--- config.mk ---
export PLATFORM = sky130hd
export DESIGN_NAME = if_id_stage_flat
export DESIGN_NICKNAME = d
export VERILOG_FILES = /design/src/rtl/if_id_stage_if.sv /design/src/rtl/if_id_stage.sv /design/src/flat_wrapper.sv
export SDC_FILE = /design/constraint.sdc
export NUM_CORES = 1
export LEC_CHECK = 0
export ABC_AREA = 1
export CORE_MARGIN = 5
export CORE_UTILIZATION = 44
export CTS_CLUSTER_DIAMETER = 40
export CTS_CLUSTER_SIZE = 25
export DETAILED_ROUTE_END_ITERATION = 7
export GPL_TIMING_DRIVEN = 0
export MAX_ROUTING_LAYER = met4
export PLACE_DENSITY = 0.9
export RECOVER_POWER = 50
export SYNTH_ARGS = -nofsm -noshare
export SYNTH_HDL_FRONTEND = slang
export SYNTH_SLANG_ARGS = --single-unit
export TNS_END_PERCENT = 5
--- constraint.sdc ---
create_clock -name clk -period 4.6 [get_ports clk]
set_input_delay 0.46 -clock clk [delete_from_list [all_inputs] [get_ports clk]]
set_output_delay 0.46 -clock clk [all_outputs]
set_load 0.02 [all_outputs]
--- src/rtl/if_id_stage_if.sv ---
// Bundle of the IF/EX-side inputs and ID-side outputs of the IF/ID stage.
// The stage itself connects through the slave modport.
interface if_id_stage_if;
    logic [31:0] instr_i;
    logic [31:0] pc_plus4_i;
    logic        if_valid_i;
    logic        flush_i;
    logic        stall_i;
    logic        ex_mem_read_i;
    logic [4:0]  ex_rt_i;
    logic [31:0] id_instr_o;
    logic [31:0] id_pc_plus4_o;
    logic        id_valid_o;
    logic [5:0]  opcode_o;
    logic [4:0]  rs_o;
    logic [4:0]  rt_o;
    logic [4:0]  rd_o;
    logic [4:0]  shamt_o;
    logic [5:0]  funct_o;
    logic [15:0] imm16_o;
    logic [25:0] jtarget_o;
    logic        lu_stall_o;
    logic        bubble_o;
    logic [15:0] stall_cnt_o;

    modport master (
        output instr_i, pc_plus4_i, if_valid_i, flush_i, stall_i,
               ex_mem_read_i, ex_rt_i,
        input  id_instr_o, id_pc_plus4_o, id_valid_o, opcode_o, rs_o, rt_o,
               rd_o, shamt_o, funct_o, imm16_o, jtarget_o, lu_stall_o,
               bubble_o, stall_cnt_o
    );

    modport slave (
        input  instr_i, pc_plus4_i, if_valid_i, flush_i, stall_i,
               ex_mem_read_i, ex_rt_i,
        output id_instr_o, id_pc_plus4_o, id_valid_o, opcode_o, rs_o, rt_o,
               rd_o, shamt_o, funct_o, imm16_o, jtarget_o, lu_stall_o,
               bubble_o, stall_cnt_o
    );
endinterface

--- src/rtl/if_id_stage.sv ---
// IF/ID pipeline register with decode field split, load-use hazard detection
// and a saturating count of load-use stall cycles.
module if_id_stage #(
    parameter logic [31:0] NOP_INSTR = 32'h0000_0000
) (
    input  logic          clk,
    input  logic          rst_n,
    if_id_stage_if.slave  bus
);
    logic [31:0] instr_q, instr_d;
    logic [31:0] pc_plus4_q, pc_plus4_d;
    logic        valid_q, valid_d;
    logic [15:0] stall_cnt_q, stall_cnt_d;

    logic [31:0] fld_src;
    logic        uses_rt;
    logic        lu_stall;

    always_comb begin
        instr_d    = instr_q;
        pc_plus4_d = pc_plus4_q;
        valid_d    = valid_q;
        if (bus.flush_i) begin
            instr_d    = NOP_INSTR;
            pc_plus4_d = 32'h0;
            valid_d    = 1'b0;
        end else if (!(bus.stall_i || lu_stall)) begin
            instr_d    = bus.if_valid_i ? bus.instr_i : NOP_INSTR;
            pc_plus4_d = bus.pc_plus4_i;
            valid_d    = bus.if_valid_i;
        end
    end

    // Counter sticks at all-ones rather than wrapping.
    always_comb begin
        stall_cnt_d = stall_cnt_q;
        if (lu_stall && (stall_cnt_q != 16'hFFFF)) begin
            stall_cnt_d = stall_cnt_q + 16'd1;
        end
    end

    always_ff @(posedge clk) begin
        if (!rst_n) begin
            instr_q     <= NOP_INSTR;
            pc_plus4_q  <= 32'h0;
            valid_q     <= 1'b0;
            stall_cnt_q <= 16'h0;
        end else begin
            instr_q     <= instr_d;
            pc_plus4_q  <= pc_plus4_d;
            valid_q     <= valid_d;
            stall_cnt_q <= stall_cnt_d;
        end
    end

    assign fld_src = valid_q ? instr_q : 32'h0;

    always_comb begin
        case (fld_src[31:26])
            6'h00, 6'h04, 6'h05, 6'h2B: uses_rt = 1'b1;
            default:                    uses_rt = 1'b0;
        endcase
    end

    assign lu_stall = rst_n && valid_q && bus.ex_mem_read_i
                      && (bus.ex_rt_i != 5'd0)
                      && ((bus.ex_rt_i == fld_src[25:21])
                          || (uses_rt && (bus.ex_rt_i == fld_src[20:16])));

    assign bus.id_instr_o    = instr_q;
    assign bus.id_pc_plus4_o = pc_plus4_q;
    assign bus.id_valid_o    = valid_q;
    assign bus.opcode_o      = fld_src[31:26];
    assign bus.rs_o          = fld_src[25:21];
    assign bus.rt_o          = fld_src[20:16];
    assign bus.rd_o          = fld_src[15:11];
    assign bus.shamt_o       = fld_src[10:6];
    assign bus.funct_o       = fld_src[5:0];
    assign bus.imm16_o       = fld_src[15:0];
    assign bus.jtarget_o     = fld_src[25:0];
    assign bus.lu_stall_o    = lu_stall;
    assign bus.bubble_o      = lu_stall;
    assign bus.stall_cnt_o   = stall_cnt_q;
endmodule

--- src/flat_wrapper.sv ---
// flat-port wrapper written by rule: the top's interface ports become plain ports
module if_id_stage_flat 
#(
    parameter logic [31:0] NOP_INSTR = 32'h0000_0000
)
  (clk, rst_n, bus_instr_i, bus_pc_plus4_i, bus_if_valid_i, bus_flush_i, bus_stall_i, bus_ex_mem_read_i, bus_ex_rt_i, bus_id_instr_o, bus_id_pc_plus4_o, bus_id_valid_o, bus_opcode_o, bus_rs_o, bus_rt_o, bus_rd_o, bus_shamt_o, bus_funct_o, bus_imm16_o, bus_jtarget_o, bus_lu_stall_o, bus_bubble_o, bus_stall_cnt_o);
  if_id_stage_if bus_i ();
  input  logic clk;
  input  logic rst_n;
  input wire logic [$bits(bus_i.instr_i)-1:0] bus_instr_i;
  input wire logic [$bits(bus_i.pc_plus4_i)-1:0] bus_pc_plus4_i;
  input wire logic [$bits(bus_i.if_valid_i)-1:0] bus_if_valid_i;
  input wire logic [$bits(bus_i.flush_i)-1:0] bus_flush_i;
  input wire logic [$bits(bus_i.stall_i)-1:0] bus_stall_i;
  input wire logic [$bits(bus_i.ex_mem_read_i)-1:0] bus_ex_mem_read_i;
  input wire logic [$bits(bus_i.ex_rt_i)-1:0] bus_ex_rt_i;
  output wire logic [$bits(bus_i.id_instr_o)-1:0] bus_id_instr_o;
  output wire logic [$bits(bus_i.id_pc_plus4_o)-1:0] bus_id_pc_plus4_o;
  output wire logic [$bits(bus_i.id_valid_o)-1:0] bus_id_valid_o;
  output wire logic [$bits(bus_i.opcode_o)-1:0] bus_opcode_o;
  output wire logic [$bits(bus_i.rs_o)-1:0] bus_rs_o;
  output wire logic [$bits(bus_i.rt_o)-1:0] bus_rt_o;
  output wire logic [$bits(bus_i.rd_o)-1:0] bus_rd_o;
  output wire logic [$bits(bus_i.shamt_o)-1:0] bus_shamt_o;
  output wire logic [$bits(bus_i.funct_o)-1:0] bus_funct_o;
  output wire logic [$bits(bus_i.imm16_o)-1:0] bus_imm16_o;
  output wire logic [$bits(bus_i.jtarget_o)-1:0] bus_jtarget_o;
  output wire logic [$bits(bus_i.lu_stall_o)-1:0] bus_lu_stall_o;
  output wire logic [$bits(bus_i.bubble_o)-1:0] bus_bubble_o;
  output wire logic [$bits(bus_i.stall_cnt_o)-1:0] bus_stall_cnt_o;
  assign bus_i.instr_i = bus_instr_i;
  assign bus_i.pc_plus4_i = bus_pc_plus4_i;
  assign bus_i.if_valid_i = bus_if_valid_i;
  assign bus_i.flush_i = bus_flush_i;
  assign bus_i.stall_i = bus_stall_i;
  assign bus_i.ex_mem_read_i = bus_ex_mem_read_i;
  assign bus_i.ex_rt_i = bus_ex_rt_i;
  assign bus_id_instr_o = bus_i.id_instr_o;
  assign bus_id_pc_plus4_o = bus_i.id_pc_plus4_o;
  assign bus_id_valid_o = bus_i.id_valid_o;
  assign bus_opcode_o = bus_i.opcode_o;
  assign bus_rs_o = bus_i.rs_o;
  assign bus_rt_o = bus_i.rt_o;
  assign bus_rd_o = bus_i.rd_o;
  assign bus_shamt_o = bus_i.shamt_o;
  assign bus_funct_o = bus_i.funct_o;
  assign bus_imm16_o = bus_i.imm16_o;
  assign bus_jtarget_o = bus_i.jtarget_o;
  assign bus_lu_stall_o = bus_i.lu_stall_o;
  assign bus_bubble_o = bus_i.bubble_o;
  assign bus_stall_cnt_o = bus_i.stall_cnt_o;
  if_id_stage #(.NOP_INSTR(NOP_INSTR)) u_core (.clk(clk), .rst_n(rst_n), .bus(bus_i));
endmodule
-- After elaboration in Yosys (flattened, before gate mapping)
Cells that the tools add are included.
- register bits: 81
- bits of input ports: 75
- logic and storage cells: 27
- $add $sub $neg: 1
- eq/ne operators: 6
- muxes and demuxes: 3
- bitwise logic cells: 1
- reductions and logical operators: 12
- operators with widths (cell ; number):
    32-bit 2-to-1 mux ; 2
    16-bit by 1-bit adder with 16-bit output, second input constant ; 1
    16-bit != test, second input constant ; 1
    6-bit by 3-bit == test with 1-bit output, second input constant ; 2
    5-bit == test ; 2
    6-bit == test, second input constant ; 1
    1-bit logical AND ; 6
    6-bit zero test ; 1
    5-bit nonzero test ; 1
    4-bit OR reduction ; 1
    1-bit logical OR ; 2
    2-bit OR reduction ; 1
    1-bit 2-to-1 mux ; 1
    1-bit NOT ; 1

-- Logic depth before layout (Yosys ltp)
Gate-level depths: netlist of run 1.
- depth after elaboration: 8
- gate-level depth with buffers: 15
- gate-level depth less buffers: 13

-- Worst setup path before layout of run 1
OpenSTA, ideal clock, no wires.
- path type: register to output
- from: register u_core.valid_q, in the netlist u_core.bus.id_valid_o
- to: output port bus_lu_stall_o
- arrival: 2.020 ns
- required time: 4.140 ns
- path slack: 2.120 ns
- cell stages (with the launch flop): 14
- path buffers: 5
- path through: dfxtp_1 buf_4 buf_6 nand2_1 inv_1 nor2_1 nor2_1 nand2_1 nand2_2 nand2_2 buf_6 buf_2 inv_1 buf_4
- cells in the longest elaborated chain, start to end: 7
- elaborated cells between the ends (all ways): 15
- those cells by class: eq/ne: 5; mux: 2; reduce/logical: 8
- ends and longest elaborated chain (element ; line ; text):
    from (decl) ; if_id_stage.sv:12 ; logic valid_q, valid_d;
    from (signal assigned) ; if_id_stage.sv:51 ; valid_q <= valid_d;
    32-bit 2-to-1 mux (*) ; if_id_stage.sv:56 ; assign fld_src = valid_q ? instr_q : 32'h0;
    named net bus_opcode_o[1] ; flat_wrapper.sv:20 ; output wire logic [$bits(bus_i.opcode_o)-1:0] bus_opcode_o;
    6-bit by 3-bit == test with 1-bit output (tied with other cells) ; if_id_stage.sv:59 ; case (fld_src[31:26])
    4-bit OR reduction (*) ; if_id_stage.sv:59 ;
    1-bit 2-to-1 mux (*) ; if_id_stage.sv:59 ;
    1-bit logical AND (*) ; if_id_stage.sv:68 ; || (uses_rt && (bus.ex_rt_i == fld_src[20:16])));
    1-bit logical OR (*) ; if_id_stage.sv:68 ;
    1-bit logical AND (*) ; if_id_stage.sv:67 ; && ((bus.ex_rt_i == fld_src[25:21])
    to (decl) ; flat_wrapper.sv:28 ; output wire logic [$bits(bus_i.lu_stall_o)-1:0] bus_lu_stall_o;
Mark *: on every way through the listed nets, which the timed path passes. The rest lies on a longest branch.

-- Worst setup path after layout of run 1
- from: input port bus_ex_rt_i[3]
- to: output port bus_lu_stall_o
- cells in the longest elaborated chain, start to end: 4
- elaborated cells between the ends (all ways): 7
- those cells by class: eq/ne: 2; reduce/logical: 5
- ends and longest elaborated chain (element ; line ; text):
    from (decl) ; flat_wrapper.sv:16 ; input wire logic [$bits(bus_i.ex_rt_i)-1:0] bus_ex_rt_i;
    5-bit == test ; if_id_stage.sv:68 ;
    1-bit logical AND ; if_id_stage.sv:68 ;
    1-bit logical OR ; if_id_stage.sv:68 ;
    1-bit logical AND (*) ; if_id_stage.sv:67 ;
Mark *: on every way between the ends. The rest lies on a longest branch, timed or not.

==> results of run 1 <==
## metrics by stage
step / power (µW) / cell area [µm²] / setup slack [ps] / cells / hold WS [ps]
2_1_floorplan: 906 / 4720 / 2120 / 745 / 573
3_3_place_gp: 1050 / 7180 / 1180 / 1110 / 458
3_5_place_dp: 1060 / 7180 / 1180 / 1110 / 469
4_1_cts: 1590 / 7380 / 1160 / 1126 / 399
5_1_grt: 1640 / 7360 / 746 / 1126 / 407
6_report: 1570 / 7360 / 955 / 1126 / 417
## logic make-up after synthesis
group           after synthesis
fa+ha+maj                     1
simple gates                419
buf+inv                     185
flops                        81
xor+xnor                      7
compound gates               52
## cells in the final DEF, fill, tap and decap left out
cell and instances:
nor3b_1 1, dfxtp_1 81, buf_2 9, nand4_1 17
nand3b_1 36, clkbuf_1 27, a31oi_1 1, inv_1 96
bufinv_16 1, a21oi_1 50, ha_1 1, buf_1 1
nand3_1 41, nor3_1 4, xor2_1 6, inv_6 1
nand2_1 199, clkbuf_8 9, inv_8 1, buf_4 44
buf_6 6, clkinv_1 2, clkinvlp_4 2, nand2_2 3
clkinv_4 1, dlygate4sd3_1 92, clkinv_2 1, xnor2_1 1
clkdlybuf4s50_1 137, nor2_1 118, o21ai_0 1
## final cells by class
class	count	area [µm²]	area share
Buffer	87	548	0.0745
Clock buffer	9	124	0.0168
Clock inverter	7	78.8	0.0107
Inverter	98	368	0.0500
Multi-Input combinational cell	479	2150	0.293
Sequential cell	81	1620	0.220
Tap cell	136	170	0.0231
Timing Repair Buffer	229	2290	0.312
## metal layers
| metal | GRT usage | part of all wire |
|---|---|---|
| met1 | 0.279 | 0.40 |
| met2 | 0.434 | 0.51 |
| met3 | 0.0584 | 0.073 |
| met4 | 0.0665 | 0.015 |
| met5 | - | 0 |
## worst max path at each step
stage / from / end / slack, ps
after detailed placement: bus_ex_rt_i[3] / bus_lu_stall_o / 1180
after global placement: bus_ex_rt_i[3] / bus_lu_stall_o / 1180
after global routing: bus_ex_rt_i[3] / bus_lu_stall_o / 750
after floorplan: u_core.bus.id_valid_o / bus_lu_stall_o / 2120
after CTS: bus_ex_rt_i[3] / bus_lu_stall_o / 1160
final: bus_ex_rt_i[3] / bus_lu_stall_o / 960
## power by group
part           switching [µW]  total [µW]  internal, µW
registers                15.9         740           724
logic                     148         291           143
clock network             284         540           256
total                     448        1570          1120
## registers in the layout, summed over array words and instances, names as in the netlist
name                      flops
u_core.bus.id_instr_o        32
u_core.bus.id_pc_plus4_o     32
u_core.bus.id_valid_o         1
u_core.bus.stall_cnt_o       16
## critical path, cell delays in order
cell and delay (ps):
dlygate4sd3_1 570, inv_1 90, nand3_1 70, nand2_1 50, nor2_1 100, nand2_1 60
nor2_1 100, nand2_1 60, nand2_1 250, nand2_1 210, buf_6 200, buf_2 180
inv_1 90, buf_4 100, clkdlybuf4s50_1 590
==> flow_metrics.env, run 1 <==
export IMPL_regToRegSetupSlack_ps=1850
export IMPL_drtIter0Drc=320
export IMPL_core_um2=10400
export IMPL_holdPathEnd="u_core.bus.stall_cnt_o[14]"
export IMPL_synth_area_um2=4720
export IMPL_place_congestion=0.879
export IMPL_overflow=0
export IMPL_yosys_area_top_type="dfxtp_1"
export IMPL_worstPathMaxFanout=10
export IMPL_first_pass_iters=5
export IMPL_p_per_area_nw_per_um2=214
export IMPL_grt_usage=0.246
export IMPL_first_global_vias=5102
export IMPL_antenna_found_initial=0
export IMPL_syn_inst=745
export IMPL_die_width_um=114
export IMPL_leakage_uw=0.00373
export IMPL_drive_gt1_frac=0.0788
export IMPL_dp_hpwl_um=12400
export IMPL_cts_root_buf="clkbuf_8"
export IMPL_cts_setup_buffers=0
export IMPL_crit_required_ps=4140
export IMPL_async_flop_share=0
export IMPL_run_status="completed"
export IMPL_path_class="input pin to output pin"
export IMPL_arrival_ps=3180
export IMPL_clk_pin_slew_ps=90
export IMPL_wl_per_cell_um=13.9
export IMPL_hold_viol=0
export IMPL_fin_crit_sh=0.792
export IMPL_yosys_register_bits=81
export IMPL_route_detailed_drc=0
export IMPL_rr_startpoint="u_core.bus.id_valid_o"
export IMPL_synth_top_family_by_area="simple AND/OR/NAND/NOR gates"
export IMPL_synth_ff_type="dfxtp_1"
export IMPL_critPathLaunchType="input pin"
export IMPL_synthAdderAreaFrac=0.00265
export IMPL_grt_start_max_net_pins=16
export IMPL_setup_tns_ps=0
export IMPL_routed_wl_um=15600
export IMPL_muxShareOfSynthArea=0
export IMPL_synth_edf_count=0
export IMPL_clock_latency_ps=360
export IMPL_synth_nets=821
export IMPL_antenna_left=0
export IMPL_avgViaCountPerCell=4.69
export IMPL_worst_slew_pin_slew_ps=847
export IMPL_synth_top_cells_by_count="nand2_1 (197), nor2_1 (118), inv_1 (96), dfxtp_1 (81), a21oi_1 (50)"
export IMPL_min_path_type="input pin to flip-flop"
export IMPL_cts_hold_buf=0
export IMPL_finalSetupViolCount=0
export IMPL_clk_path_buf_depth=2
export IMPL_die_h_um=114
export IMPL_synth_compound_area_frac=0.0555
export IMPL_relSlewSlack=0.433
export IMPL_post_route_util=0.709
export IMPL_fmax_mhz=274
export IMPL_hold_depth=3
export IMPL_yosysWarnings=0
export IMPL_yosysMostFrequentCell="nand2_1"
export IMPL_fp_row_count=37
export IMPL_rsz0062_at_grt="false"
export IMPL_numCtsBuffers=9
export IMPL_ys_types=22
export IMPL_synth_xor_area_share=0.0130
export IMPL_initial_core_util=0.455
export IMPL_port_buffers=229
export IMPL_min_from="rst_n"
export IMPL_synthToLayoutAreaGrowth_pct=56.0
export IMPL_cp_end_kind="output pin"
export IMPL_reg2reg_depth=15
export IMPL_yosys_area_share_simple=0.387
export IMPL_cts_tree="done"
export IMPL_cts_max_level=3
export IMPL_rr_endpoint="u_core.bus.id_instr_o[19]"
export IMPL_skew_ps=14.5
export IMPL_cts_sinks=81
export IMPL_grt_pass1_wl_um=24900
export IMPL_yosysTopAreaCellShare=0.344
export IMPL_fillerInstances=898
export IMPL_io_pins=232
export IMPL_insertedDiodeCount=0
export IMPL_nets=1061
export IMPL_max_cap_violations=0
export IMPL_die_area_um2=12900
export IMPL_vias=5277
export IMPL_synthTopCellsByArea="dfxtp_1 (34%), nand2_1 (16%), nor2_1 (9.4%), inv_1 (7.6%), buf_4 (7.2%)"
export IMPL_period_needed_ps=3640
export IMPL_syn_area_per_cell_um2=6.33
export IMPL_ys_seq_area_frac=0.344
export IMPL_cts_resized=0
export IMPL_maxSlewViolCount=0
export IMPL_vdd_drop_max_mv=0.175
Power figures use the tool's default switching activity.
==> run 2, diff against run 1 <==
--- a/config.mk
+++ b/config.mk
@@ -7,13 +7,13 @@
 export LEC_CHECK = 0
 export ABC_AREA = 1
 export CORE_MARGIN = 5
-export CORE_UTILIZATION = 44
+export CORE_UTILIZATION = 37
 export CTS_CLUSTER_DIAMETER = 40
 export CTS_CLUSTER_SIZE = 25
 export DETAILED_ROUTE_END_ITERATION = 7
 export GPL_TIMING_DRIVEN = 0
 export MAX_ROUTING_LAYER = met4
-export PLACE_DENSITY = 0.9
+export PLACE_DENSITY = 0.81
 export RECOVER_POWER = 50
 export SYNTH_ARGS = -nofsm -noshare
 export SYNTH_HDL_FRONTEND = slang
==> constraint.sdc (replaced) <==
create_clock -name clk -period 3.1 [get_ports clk]
set_input_delay 0.31 -clock clk [delete_from_list [all_inputs] [get_ports clk]]
set_output_delay 0.31 -clock clk [all_outputs]
set_load 0.02 [all_outputs]
==> run 2 against run 1 <==
  * Sequential share of layout area shrank 0.39 points
  * Setup slack lost 700 ps
  * Via count shrank 0.40%
  * First-iteration DRC count grew 8.4%
  * Register-to-register slack lost 1400 ps
  * Global-route usage shrank 2.4 points
  * Highest routed layer unchanged
  * Sequential cell count is the same
  * Power grew 67%
  * Hold slack lost 130 ps
  * Routed wire length grew 3.2%
  * Cell count grew 3.1%
==> flow_metrics.env, run 2 (same netlist as run 1, synthesis figures left out) <==
export IMPL_run_status="completed"
export IMPL_final_common_cell="nand2_1"
export IMPL_relSlewSlack=0.451
export IMPL_register_area_um2=1620
export IMPL_placed_cell_area_um2=7220
export IMPL_min_path_type="input pin to flip-flop"
export IMPL_rr_endpoint="u_core.bus.id_instr_o[19]"
export IMPL_critPathCapture="bus_rd_o[1]"
export IMPL_clk_path_buf_depth=2
export IMPL_total_power_uw=2620
export IMPL_wl_per_cell_um=13.9
export IMPL_fmax_mhz=351
export IMPL_final_setup_worst_slack_ps=254
export IMPL_fp_row_count=41
export IMPL_reg2reg_depth=12
export IMPL_hold_viol=0
export IMPL_critPathLaunchType="flip-flop"
export IMPL_drtIter0Drc=347
export IMPL_antenna_found_initial=0
export IMPL_dp_hpwl_um=12700
export IMPL_p_per_area_nw_per_um2=350
export IMPL_fillerInstances=1179
export IMPL_crit_required_ps=2790
export IMPL_min_from="rst_n"
export IMPL_most_common_layout_cells="nand2_1 (198), clkdlybuf4s50_1 (125), nor2_1 (118)"
export IMPL_drive_gt1_frac=0.0789
export IMPL_numCtsBuffers=9
export IMPL_path_class="flip-flop to output pin"
export IMPL_first_pass_iters=4
export IMPL_core_um2=12600
export IMPL_worst_slew_pin_slew_ps=820
export IMPL_routed_wl_um=16200
export IMPL_place_congestion=0.862
export IMPL_cp_end_kind="output pin"
export IMPL_vdd_drop_max_mv=0.335
export IMPL_clk_pin_slew_ps=60
export IMPL_finalSetupViolCount=0
export IMPL_initial_core_util=0.375
export IMPL_cts_setup_buffers=0
export IMPL_rsz0062_at_grt="false"
export IMPL_skew_ps=7.92
export IMPL_die_h_um=123
export IMPL_cts_tree="done"
export IMPL_worstPathMaxFanout=10
export IMPL_nets=1060
export IMPL_max_cap_violations=0
export IMPL_hold_depth=3
export IMPL_io_pins=232
export IMPL_final_area_um2=7490
export IMPL_overflow=0
export IMPL_port_buffers=229
export IMPL_pre_cts_slack_ps=-72.1
export IMPL_clock_latency_ps=350
export IMPL_grt_pass1_wl_um=25300
export IMPL_worstSetupStartpoint="u_core.bus.id_valid_o"
export IMPL_cts_max_level=3
export IMPL_arrival_ps=2540
export IMPL_grt_usage=0.222
export IMPL_cts_hold_buf=0
export IMPL_synthToLayoutAreaGrowth_pct=58.8
export IMPL_vias=5256
export IMPL_period_needed_ps=2850
export IMPL_setup_tns_ps=0
export IMPL_fin_crit_sh=0.918
export IMPL_avgViaCountPerCell=4.53
export IMPL_grt_start_max_net_pins=16
export IMPL_multiInputGateArea_um2=2160
export IMPL_antenna_left=0
export IMPL_cts_root_buf="clkbuf_16"
export IMPL_die_area_um2=15100
export IMPL_post_route_util=0.596
export IMPL_route_detailed_drc=0
export IMPL_leakage_uw=0.00382
export IMPL_insertedDiodeCount=0
export IMPL_die_width_um=123
export IMPL_regToRegSetupSlack_ps=410
export IMPL_first_global_vias=4960
export IMPL_cts_sinks=81
export IMPL_rr_startpoint="u_core.bus.id_valid_o"
export IMPL_maxSlewViolCount=0
[run 2: area by class of cell]
type | instances | share of cell area
plain buffers | 86 | 0.0712
clock buffers | 9 | 0.0301
clock inverters | 7 | 0.0104
inverters | 98 | 0.0491
multi-input cells | 479 | 0.288
flip-flops and latches | 81 | 0.217
well taps | 172 | 0.0287
repair buffers | 229 | 0.306
[run 2: where the power goes]
| group | switching [µW] | leakage [µW] | internal [µW] | total, µW |
|---|---|---|---|---|
| clock network | 457 | 0.000146 | 631 | 1090 |
| logic | 220 | 0.00302 | 212 | 432 |
| registers | 23.6 | 0.000660 | 1080 | 1100 |
| total | 701 | 0.00382 | 1920 | 2620 |
[run 2: worst min path at each step]
stage	slack (ps)	to
global placement	460	u_core.bus.id_pc_plus4_o[27]
floorplan	480	u_core.bus.id_valid_o
detailed placement	470	u_core.bus.id_pc_plus4_o[21]
finish	290	u_core.bus.stall_cnt_o[5]
global route	300	u_core.bus.stall_cnt_o[1]
CTS	270	u_core.bus.stall_cnt_o[5]
[run 2: per-stage QoR]
step,hold slack (ps),instances
detailed placement,469,1146
floorplan,476,745
CTS,272,1162
global route,298,1161
finish,291,1161
global placement,457,1146
[run 2: per-layer routing]
metal	vias to the layer above	track usage	share of wire	wire [µm]
met4	0	0.0588	0.016	256
met3	18	0.0801	0.086	1390
met5	-	-	0	0
met2	176	0.379	0.50	8130
li1	2734	-	-	-
met1	2328	0.247	0.39	6380
[run 2: repair_timing]
action	in CTS	in global routing
setup endpoints to repair	10	1
gates resized for setup	3	1
cloned	0	0
[run 2: worst max-delay path, cell delays in order, from the launching register on]
cell	delay, ps
dfxtp_1	330
buf_4	180
buf_6	160
buf_2	280
buf_2	320
nand2_1	80
inv_1	120
buf_4	120
clkdlybuf4s50_1	580
==> run 3, diff against run 2 <==
--- a/config.mk
+++ b/config.mk
@@ -6,6 +6,7 @@
 export NUM_CORES = 1
 export LEC_CHECK = 0
 export ABC_AREA = 1
+export CAP_MARGIN = 40
 export CORE_MARGIN = 5
 export CORE_UTILIZATION = 37
 export CTS_CLUSTER_DIAMETER = 40
==> constraint.sdc (replaced) <==
create_clock -name clk -period 3.1 [get_ports clk]
set_input_delay 0.465 -clock clk [delete_from_list [all_inputs] [get_ports clk]]
set_output_delay 0.465 -clock clk [all_outputs]
set_load 0.02 [all_outputs]
==> run 3 against run 2 <==
  * Non-clock buffer count is 1 higher
  * Routed wire length is 0.48% higher
  * Hold slack better by 150 ps
  * Clock-buffer cell count stayed put
  * Critical path type is now input pin to output pin
  * Clock power hardly changed
  * Sequential share of layout area is 0.13 points lower
  * Cell count hardly changed
  * Largest power group unchanged
  * Sequential cell count stayed put
  * Design area is 0.60% higher
  * Clock skew is 1.6 ps higher
==> flow_metrics.env, run 3 (same netlist as run 1, synthesis figures left out) <==
export IMPL_worstPathMaxFanout=10
export IMPL_clock_latency_ps=350
export IMPL_finalSetupViolCount=0
export IMPL_vdd_drop_max_mv=0.340
export IMPL_cts_tree="done"
export IMPL_final_common_cell="nand2_1"
export IMPL_vias=5251
export IMPL_cts_setup_buffers=0
export IMPL_path_buf_inv=8
export IMPL_overflow=0
export IMPL_core_um2=12600
export IMPL_relSlewSlack=0.450
export IMPL_cts_max_level=3
export IMPL_grt_pass1_wl_um=25300
export IMPL_met1_length_um=6500
export IMPL_hold_ws_ps=443
export IMPL_worstPathCellList="clkdlybuf4s50_1 > nor3_1 > nand3_1 > nand3_1 > inv_1 > nand2_1 > clkinv_2 > nand2_2 > buf_6 > clkbuf_4 > inv_1 > buf_4 > buf_4"
export IMPL_fp_row_count=41
export IMPL_clk_path_buf_depth=2
export IMPL_first_global_vias=4958
export IMPL_fin_crit_sh=0.940
export IMPL_die_h_um=123
export IMPL_synthToLayoutAreaGrowth_pct=59.7
export IMPL_worst_slew_pin_slew_ps=822
export IMPL_cts_hold_buf=0
export IMPL_first_pass_iters=6
export IMPL_antenna_found_initial=0
export IMPL_io_pins=232
export IMPL_critPathLaunchType="input pin"
export IMPL_cp_top_family="buffers and inverters"
export IMPL_final_setup_worst_slack_ps=186
export IMPL_insertedDiodeCount=0
export IMPL_dp_cells=1146
export IMPL_maxSlewViolCount=0
export IMPL_nets=1061
export IMPL_place_congestion=0.862
export IMPL_skew_ps=9.53
export IMPL_leakage_uw=0.00381
export IMPL_cts_sinks=81
export IMPL_hold_viol=0
export IMPL_die_width_um=123
export IMPL_dp_hpwl_um=12700
export IMPL_wl_per_cell_um=14.0
export IMPL_fmax_mhz=343
export IMPL_route_detailed_drc=0
export IMPL_max_cap_violations=0
export IMPL_reg2reg_depth=12
export IMPL_pre_cts_slack_ps=-382
export IMPL_min_path_type="input pin to flip-flop"
export IMPL_avgViaCountPerCell=4.52
export IMPL_hold_depth=3
export IMPL_clk_pin_slew_ps=60
export IMPL_initial_core_util=0.375
export IMPL_slowest_delay_ps=450
export IMPL_numCtsBuffers=9
export IMPL_path_class="input pin to output pin"
export IMPL_die_area_um2=15100
export IMPL_cts_root_buf="clkbuf_16"
export IMPL_fillerInstances=1181
export IMPL_slowest_stage="clkdlybuf4s50_1"
export IMPL_run_status="completed"
export IMPL_topRoutingLayerUsed="met4"
export IMPL_rr_endpoint="u_core.bus.id_instr_o[26]"
export IMPL_post_route_util=0.599
export IMPL_rr_startpoint="u_core.bus.id_valid_o"
export IMPL_holdPathEnd="u_core.bus.stall_cnt_o[5]"
export IMPL_grt_usage=0.222
export IMPL_arrival_ps=2450
export IMPL_regToRegSetupSlack_ps=820
export IMPL_final_cell_count_no_fill=1162
export IMPL_wl_met2_um=8140
export IMPL_grt_start_max_net_pins=16
export IMPL_p_per_area_nw_per_um2=349
export IMPL_cp_end_kind="output pin"
export IMPL_crit_required_ps=2630
export IMPL_port_buffers=229
export IMPL_wl_met3_um=1320
export IMPL_most_common_layout_cells="nand2_1 (197), clkdlybuf4s50_1 (136), nor2_1 (118)"
export IMPL_min_from="rst_n"
export IMPL_drive_gt1_frac=0.0879
export IMPL_routed_wl_um=16200
export IMPL_drtIter0Drc=322
export IMPL_antenna_left=0
export IMPL_period_needed_ps=2910
==> run 3: cell count changes in the layout (fill, tap and decap cells not counted), moves of 2 or more <==
| cell | delta |
|---|---|
| buf_2 | -2 |
| clkbuf_1 | -4 |
| dlygate4sd3_1 | -11 |
| clkdlybuf4s50_1 | +11 |
| clkbuf_4 | +3 |
| buf_6 | +4 |
==> run 3: worst max path at each step <==
| stage | startpoint | end | slack [ps] | cells past startpoint |
|---|---|---|---|---|
| 5_1_grt | bus_ex_rt_i[3] | bus_lu_stall_o | -1 | 13 |
| 6_report | bus_ex_rt_i[3] | bus_lu_stall_o | 190 | 13 |
| 4_1_cts | u_core.bus.id_valid_o | bus_jtarget_o[12] | 50 | 8 |
| 3_3_place_gp | bus_ex_rt_i[3] | bus_lu_stall_o | -370 | 13 |
| 2_1_floorplan | u_core.bus.id_valid_o | bus_lu_stall_o | 620 | 13 |
| 3_5_place_dp | bus_ex_rt_i[3] | bus_lu_stall_o | -380 | 13 |
==> run 3: report_power, final <==
part	internal, µW	total (µW)	switching [µW]
Combinational	215	436	221
Sequential	1080	1100	23.8
Clock	631	1090	463
==> run 3: cell type report <==
| type | instances | area [µm²] | share of cell area |
|---|---|---|---|
| Multi-Input combinational cell | 479 | 2160 | 0.287 |
| Timing Repair Buffer | 229 | 2280 | 0.303 |
| Sequential cell | 81 | 1620 | 0.215 |
| Clock buffer | 9 | 225 | 0.0299 |
| Inverter | 98 | 369 | 0.0490 |
| Buffer | 87 | 576 | 0.0764 |
| Clock inverter | 7 | 77.6 | 0.0103 |
| Tap cell | 172 | 215 | 0.0286 |
==> run 3: per-layer routing <==
layer / vias to the layer above / global-route usage
met3: 20 / 0.0796
li1: 2729 / -
met1: 2334 / 0.247
met2: 168 / 0.379
met4: 0 / 0.0588
met5: - / -
==> run 3: timing repair <==
| item | 4_1_cts | 5_1_grt |
|---|---|---|
| cloned | 0 | 0 |
| setup endpoints to repair | 30 | 21 |
| resized for setup | 5 | 6 |
==> run 3: through the flow <==
step	TNS (ps)	total power [µW]	area, µm²
after floorplan	0	1340	4720
after global placement	-601	1570	7220
after detailed placement	-631	1570	7220
after CTS	0	2670	7520
after global routing	-1.06	2750	7530
final	0	2630	7530
==> run 3: worst register-to-register path, delay by kind of cell, from the launching register on <==
kind	cells	cell delay, ps
buffers and inverters	3	800
xor gates and xnor gates	1	150
DFF	1	340
and+or+nand+nor	8	890
